`src/rtl/uart_tx_frame_ctrl.sv`:
```
// UART transmit controller: holding register, LSB-first serializer, parity and
// 1/2 stop bits in one FSM. CLK is the baud clock, so one cycle is one bit.
module uart_tx_frame_ctrl #(
   parameter int DATA_WIDTH = 8,
   parameter int CNT_W      = $clog2(DATA_WIDTH)
) (
   input  logic                  CLK,
   input  logic                  RST,
   input  logic [DATA_WIDTH-1:0] P_DATA,
   input  logic                  Data_Valid,
   input  logic                  PAR_EN,
   input  logic                  PAR_TYP,
   input  logic                  STOP2,
   output logic                  TX_OUT,
   output logic                  busy,
   output logic                  frame_done
);

   typedef enum logic [2:0] {
      S_IDLE, S_START, S_DATA, S_PARITY, S_STOP1, S_STOP2
   } state_t;

   typedef struct packed {
      logic [DATA_WIDTH-1:0] data;
      logic                  par_en;
      logic                  par_typ;
      logic                  stop2;
   } frame_cfg_t;

   localparam logic [CNT_W-1:0] LAST_BIT = CNT_W'(DATA_WIDTH - 1);

   state_t           state, state_nxt;
   frame_cfg_t       cfg, cfg_nxt;
   logic [CNT_W-1:0] cnt, cnt_nxt;
   logic             final_stop, accept;
   logic             tx_nxt, busy_nxt, done_nxt;

   always_comb begin
      state_nxt  = state;
      cfg_nxt    = cfg;
      cnt_nxt    = cnt;
      final_stop = (state == S_STOP1 && !cfg.stop2) || state == S_STOP2;
      accept     = Data_Valid && (state == S_IDLE || final_stop);

      case (state)
         S_IDLE:   state_nxt = S_IDLE;
         S_START:  state_nxt = S_DATA;
         S_DATA: begin
            cnt_nxt = cnt + 1'b1;
            if (cnt == LAST_BIT)
               state_nxt = cfg.par_en ? S_PARITY : S_STOP1;
         end
         S_PARITY: state_nxt = S_STOP1;
         S_STOP1:  state_nxt = cfg.stop2 ? S_STOP2 : S_IDLE;
         S_STOP2:  state_nxt = S_IDLE;
         default:  state_nxt = S_IDLE;
      endcase

      // Accepting in the final stop cycle chains the next start bit with no idle gap
      if (accept) begin
         state_nxt       = S_START;
         cfg_nxt.data    = P_DATA;
         cfg_nxt.par_en  = PAR_EN;
         cfg_nxt.par_typ = PAR_TYP;
         cfg_nxt.stop2   = STOP2;
         cnt_nxt         = '0;
      end

      // Outputs are decoded from the next state so they register alongside it
      tx_nxt = 1'b1;
      case (state_nxt)
         S_START:  tx_nxt = 1'b0;
         S_DATA:   tx_nxt = cfg_nxt.data[cnt_nxt];
         S_PARITY: tx_nxt = (^cfg_nxt.data) ^ cfg_nxt.par_typ;
         default:  tx_nxt = 1'b1;
      endcase
      busy_nxt = (state_nxt != S_IDLE);
      done_nxt = (state_nxt == S_STOP1 && !cfg_nxt.stop2) || state_nxt == S_STOP2;
   end

   always_ff @(posedge CLK) begin
      if (RST) begin
         state      <= S_IDLE;
         cfg        <= '0;
         cnt        <= '0;
         TX_OUT     <= 1'b1;
         busy       <= 1'b0;
         frame_done <= 1'b0;
      end else begin
         state      <= state_nxt;
         cfg        <= cfg_nxt;
         cnt        <= cnt_nxt;
         TX_OUT     <= tx_nxt;
         busy       <= busy_nxt;
         frame_done <= done_nxt;
      end
   end

endmodule

```
`config.mk`:
```
export PLATFORM = sky130hd
export DESIGN_NAME = uart_tx_frame_ctrl
export DESIGN_NICKNAME = d
export VERILOG_FILES = /design/src/rtl/uart_tx_frame_ctrl.sv
export SDC_FILE = /design/constraint.sdc
export NUM_CORES = 1
export LEC_CHECK = 0
export CAP_MARGIN = 20
export CORE_AREA = 10 10 61 63
export DETAILED_ROUTE_END_ITERATION = 8
export DIE_AREA = 0 0 71 73
export PLACE_DENSITY_LB_ADDON = 0.2
export SLEW_MARGIN = 20
export SYNTH_ARGS = -nofsm -noshare
export SYNTH_HDL_FRONTEND = slang
export SYNTH_SLANG_ARGS = --single-unit
```
`constraint.sdc`:
```
create_clock -name CLK -period 5.1 [get_ports CLK]
set_input_delay 1.53 -clock CLK [delete_from_list [all_inputs] [get_ports CLK]]
set_output_delay 1.53 -clock CLK [all_outputs]
set_load 0.01 [all_outputs]
```
==> impl_metrics.yaml <==
route:
  drc: 0
  wirelength_mm: 2.032
  drtIter0Drc: 27
  wl_per_cell_um: 12.62
  ant_nets: 0
  via_per_inst: 5.087
  firstDrtPassIters: 4
  vias: 819
grt:
  track_usage_pct: 7.988
  grt_pass1_vias: 845
  grt_overflow_total: 0
  antenna_found_initial: 0
  grt_first_pass_wirelength_mm: 3.463
  grt_max_degree: 20
clock_tree:
  clockBufferDepth: 2
  clk_pin_slew_ns: 0.12
  cts_made_buffers: 3
  cts_sinks: 20
  cts_setup_buffers: 0
  cts_tree: "yes"
  h-tree-depth: 1
  cts.repair.resized: 0
  clk_latency_ns: 0.30
  root_buffer: "clkbuf_4"
  postCtsHoldBufs: 0
synth:
  synthArstFlopShare_pct: 0
  ys_types: 28
  seq_area_frac_synth_pct: 40.76
  synthesis.area_um2: 982.2
  synth_fp_nets: 130
  syn_avg_cell_area_um2: 8.616
  yosys_most_used_dff: "dfxtp_1"
  synth_edf_count: 0
  syn_inst: 114
  synth-seq-cells: 20
  yosys_warnings: 0
worst_setup_path:
  critPathMaxStageDelay_ns: 0.44
  worstPathMaxFanout: 13
  critPathBufInv: 2
  crit_path_start_kind: "input port"
  worst_ep_arrival_time_ns: 3.34
  r2r_start: "state[1]"
  worstPathRequired_ns: 5.30
  reg2reg_slack_ns: 2.86
  path_class: "in2reg"
  worstPathCellList: "clkdlybuf4s50_1 -> inv_1 -> a2111o_1 -> nand2_2 -> a311o_1 -> o221a_1 -> o31a_1"
  r2r-end: "TX_OUT"
  r2r.worst_path.cells: 6
  crit_family: "compound AO/OA/AOI/OAI gates"
  endpoint_kind: "flip-flop"
  cpMaxStageDelayCell: "clkdlybuf4s50_1"
sta:
  setup_violations: 0
  timing.final.crit_share_pct: 61.57
  grt_setup_unrepaired: "false"
  fin_skew_ns: 0.005403
  drv_slew: 0
  holdWs_ns: 0.4859
  finalSetupTns_ns: 0
  max_slew_margin_pct: 54.77
  post-route-min-period_ns: 3.140
  max_freq_ghz: 0.3185
  max_slew.worst_pin.slew_ns: 0.6763
  hold_viol_final: 0
floorplanning:
  dieArea_um2: 5183
  ioPinCount: 17
  fp.dieW_um: 71
  die-height_um: 73
  num_rows: 19
  coreArea_um2: 2615
  start_util_pct: 37.56
min_path:
  holdPathStages: 1
  hold_end: "frame_done"
  hp-class: "reg2reg"
  hold_start: "cfg[0]"
finish:
  final_nets: 147
  fin_util_pct: 46.60
  finalNonFillerCells: 161
  area_growth_pct: 24.08
  fin_area_um2: 1219
  n_antenna_cell: 0
  nFillCells: 266
  drive_above_1_share_pct: 6.154
pwr:
  power_density_nw_per_um2: 306.2
  clock_power_share_pct: 34.7
  power_frac_comb_pct: 18.5
  p_sw_share_pct: 23.80
  sequentialPowerShare_pct: 46.9
  internal-power_uw: 284.4
  p_leak_nw: 0.4830
  p_sw_uw: 88.83
  peakVddDrop_mv: 0.2277
placed_design:
  port_buffers: 16
  gp_congestion: 0.7179
  placed_area_um2: 1166
  dp_cells: 157
  hpwl_mm: 1.585
run:
  maxCapViolCount: 0
outcome:
  outcome: "completed"
worst max-delay path by stage:
stage                     from  endpoint  slack [ns]  depth (start not counted)
floorplan           Data_Valid    TX_OUT        2.27                          6
global placement    Data_Valid    TX_OUT        1.70                          7
detailed placement  Data_Valid    TX_OUT        1.65                          7
CTS                 Data_Valid    TX_OUT        1.97                          7
global route        Data_Valid    TX_OUT        1.87                          7
finish              Data_Valid    TX_OUT        1.96                          7
power by group through the flow:
stage                     Clock [mW]  Sequential, mW  Combinational (mW)
after global placement             0           0.178              0.0688
after floorplan                    0           0.177              0.0476
after detailed placement           0           0.179              0.0698
after CTS                      0.132           0.175              0.0698
final                          0.129           0.175              0.0689
after global routing           0.139           0.176              0.0768
sequential cells by signal, summed over array words and instances (netlist names):
name / cells
busy: 1
cnt: 3
frame_done: 1
cfg: 11
TX_OUT: 1
state: 3
Yosys cell counts (all sizes together), types with 2 or more instances:
cell type | instances | area, µm²
nand2 | 26 | 100.1
dfxtp | 20 | 400.4
a21oi | 12 | 60.06
mux2i | 7 | 70.07
inv | 6 | 22.52
xnor2 | 6 | 52.55
nor2 | 5 | 18.77
clkbuf | 4 | 15.01
o21ai | 4 | 20.01
a21boi | 2 | 15.01
a21o | 2 | 15.01
ha | 2 | 25.02
nand3 | 2 | 10.01
nor2b | 2 | 12.51
nor3 | 2 | 10.01
nor3b | 2 | 26.28
o31a | 2 | 17.52
or3 | 2 | 12.51
layer usage:
layer | vias up | track usage, % | wire [µm]
li1 | 421 | - | -
met1 | 379 | 7.951 | 916
met2 | 15 | 14.64 | 1007
met3 | 4 | 2.857 | 68
met4 | 0 | 3.441 | 40
met5 | - | 0 | 0
cell type report:
cell class / instances / area [µm²] / area share (%)
Timing Repair Buffer: 16 / 160.2 / 13.14
Sequential cell: 20 / 400.4 / 32.85
Multi-Input combinational cell: 84 / 544.3 / 44.66
Clock buffer: 3 / 22.52 / 1.848
Clock inverter: 1 / 30.03 / 2.464
Inverter: 6 / 22.52 / 1.848
Tap cell: 31 / 38.79 / 3.183
kinds of logic after synthesis:
family | count (synthesis) | share of synthesized area (%)
mux | 8 | 8.662
flops | 20 | 40.76
xor+xnor | 7 | 7.643
simple gates | 41 | 19.36
buf+inv | 10 | 3.821
fa+ha+maj | 2 | 2.547
compound gates | 26 | 17.20
cell usage in the layout (no fill, tap or decap), types with 2 or more instances in the layout:
| cell | synthesis | routed |
|---|---|---|
| nand2_1 | 25 | 25 |
| dfxtp_1 | 20 | 20 |
| clkdlybuf4s50_1 | 0 | 16 |
| a21oi_1 | 12 | 12 |
| mux2i_1 | 7 | 7 |
| xnor2_1 | 6 | 6 |
| inv_1 | 5 | 5 |
| nor2_1 | 5 | 5 |
| o21ai_0 | 3 | 3 |
| clkbuf_4 | 0 | 3 |
| nor2b_1 | 2 | 2 |
| nand3_1 | 2 | 2 |
| o31a_1 | 2 | 2 |
| nor3_1 | 2 | 2 |
| a21o_1 | 2 | 2 |
| or3_1 | 2 | 2 |
| a21boi_1 | 2 | 2 |
| ha_1 | 2 | 2 |
metrics by stage:
stage	total power, mW	setup slack [ns]
detailed placement	0.2485	1.650
CTS	0.3765	1.975
finish	0.3732	1.960
floorplan	0.2250	2.271
global placement	0.2472	1.696
global route	0.3926	1.869
Power figures use the tool's default switching activity.
==> RTL change, RTL diff (same settings) <==
Remove the register `frame_done`: a continuous assignment takes its place, so the output `frame_done` follows one clock earlier.
--- a/src/rtl/uart_tx_frame_ctrl.sv
+++ b/src/rtl/uart_tx_frame_ctrl.sv
@@ -87,3 +87,2 @@
          busy       <= 1'b0;
-         frame_done <= 1'b0;
       end else begin
@@ -94,3 +93,2 @@
          busy       <= busy_nxt;
-         frame_done <= done_nxt;
       end
@@ -98,2 +96,4 @@
 
+   assign frame_done = done_nxt;
+
 endmodule
Function: changed (Yosys sat finds a counterexample within 10 cycles, from zero or initial values and one cycle with RST high).
==> RTL change against the unedited design <==
- sequential cell count shrank 1
- synthesized cell count grew 21%
- clock skew is 0.93 ps higher
- wire length up 20%
- worst setup slack lost 1600 ps
- largest power group unchanged
- final area up 5.5%
- total power shrank 13%
- area after synthesis increased by 15%
==> RTL change: results (changes against the unedited design) <==
* Status: completed
* Detail Placement HPWL at 1839 um (+16%)
* Compound-cell area share of the yosys netlist at 0.1824 (+0.01045)
* Total GRT Usage at 0.09749 (+0.01761)
* Clk slew on worst S/H paths at 100 ps (-20 ps)
* Fillers at 275 (+3.4%)
* Via count at 981 (+20%)
* RD Place Congestion at 0.8815 (+23%)
* Post-synthesis adder-cell area fraction at 0.02225 (-0.003231)
* Leak pwr at 0.4505 nW (-6.7%)
* M1 GR Usage at 0.1030 (+0.02346)
* Sequential element share of the synthesized area at 0.3382 (-0.06949)
* Routed wl met2 at 1249 um (+24%)
* Slowest Stage Delay on Critical Path at 590 ps (+150 ps)
* Met3 wire length at 125 um (+84%)
* Commonest cells post-synth: nand2_1 (26), dfxtp_1 (19), nor2_1 (15)
* Synth area leaders: dfxtp_1 (34%), nand2_1 (8.7%), a21oi_1 (6.2%)
* Met1 Routed Length at 1039 um (+13%)
* XOR/XNOR Fraction of Synth Area at 0.06229 (-0.01414)
* CP max FO at 7 (-6)
* Final nets at 167 (+14%)
* Period utilisation layout at 0.9299 (+0.3142)
* Hold path depth at 2 (+1)
* First DRT Iteration DRCs at 70 (+160%)
* Worst hold start: cfg[1]
* Vias in the first global route at 971 (+15%)
* M2 GR Usage at 0.1741 (+0.02770)
* Distinct cells, synth at 40 (+43%)
* Post-place setup slack at 355.6 ps (-1295 ps)
* Critical Path Sink: frame_done
* Worst-Margin Slew at 683.3 ps (+7.009 ps)
* WHS at 478.3 ps (-7.557 ps)
* Post-DP Area at 1260 um2 (+8.0%)
RTL change: cell count changes after synthesis, sizes merged, moves of 3 or more:
cell / unedited run / this run
nand4: 0 / 4
a31oi: 0 / 3
mux2i: 7 / 4
inv: 6 / 2
nor2: 5 / 16
buf: 0 / 4
RTL change: layout make-up:
class                      count  area (um2)  area share
timing repair buffer          17       167.7      0.1304
sequential                    19       380.4      0.2957
inverter                       2       7.507    0.005837
multi-input combinational    108       665.6      0.5175
tap                           31       38.79     0.03016
clock buffer                   4       26.28     0.02043
RTL change: cells by family (layout without fill, tap and decap cells):
| family | Yosys count | after routing |
|---|---|---|
| buffers and inverters | 11 | 23 |
| and+or+nand+nor | 62 | 62 |
| AOI/OAI and AO/OA | 31 | 31 |
| muxes | 5 | 5 |
| adders and majority gates | 2 | 2 |
| xor gates and xnor gates | 8 | 8 |
| DFF | 19 | 19 |
RTL change: report_power, final:
part / switching, mW / internal, mW
Clock: 0.0457 / 0.0305
Sequential: 0.0121 / 0.158
Combinational: 0.0362 / 0.0414
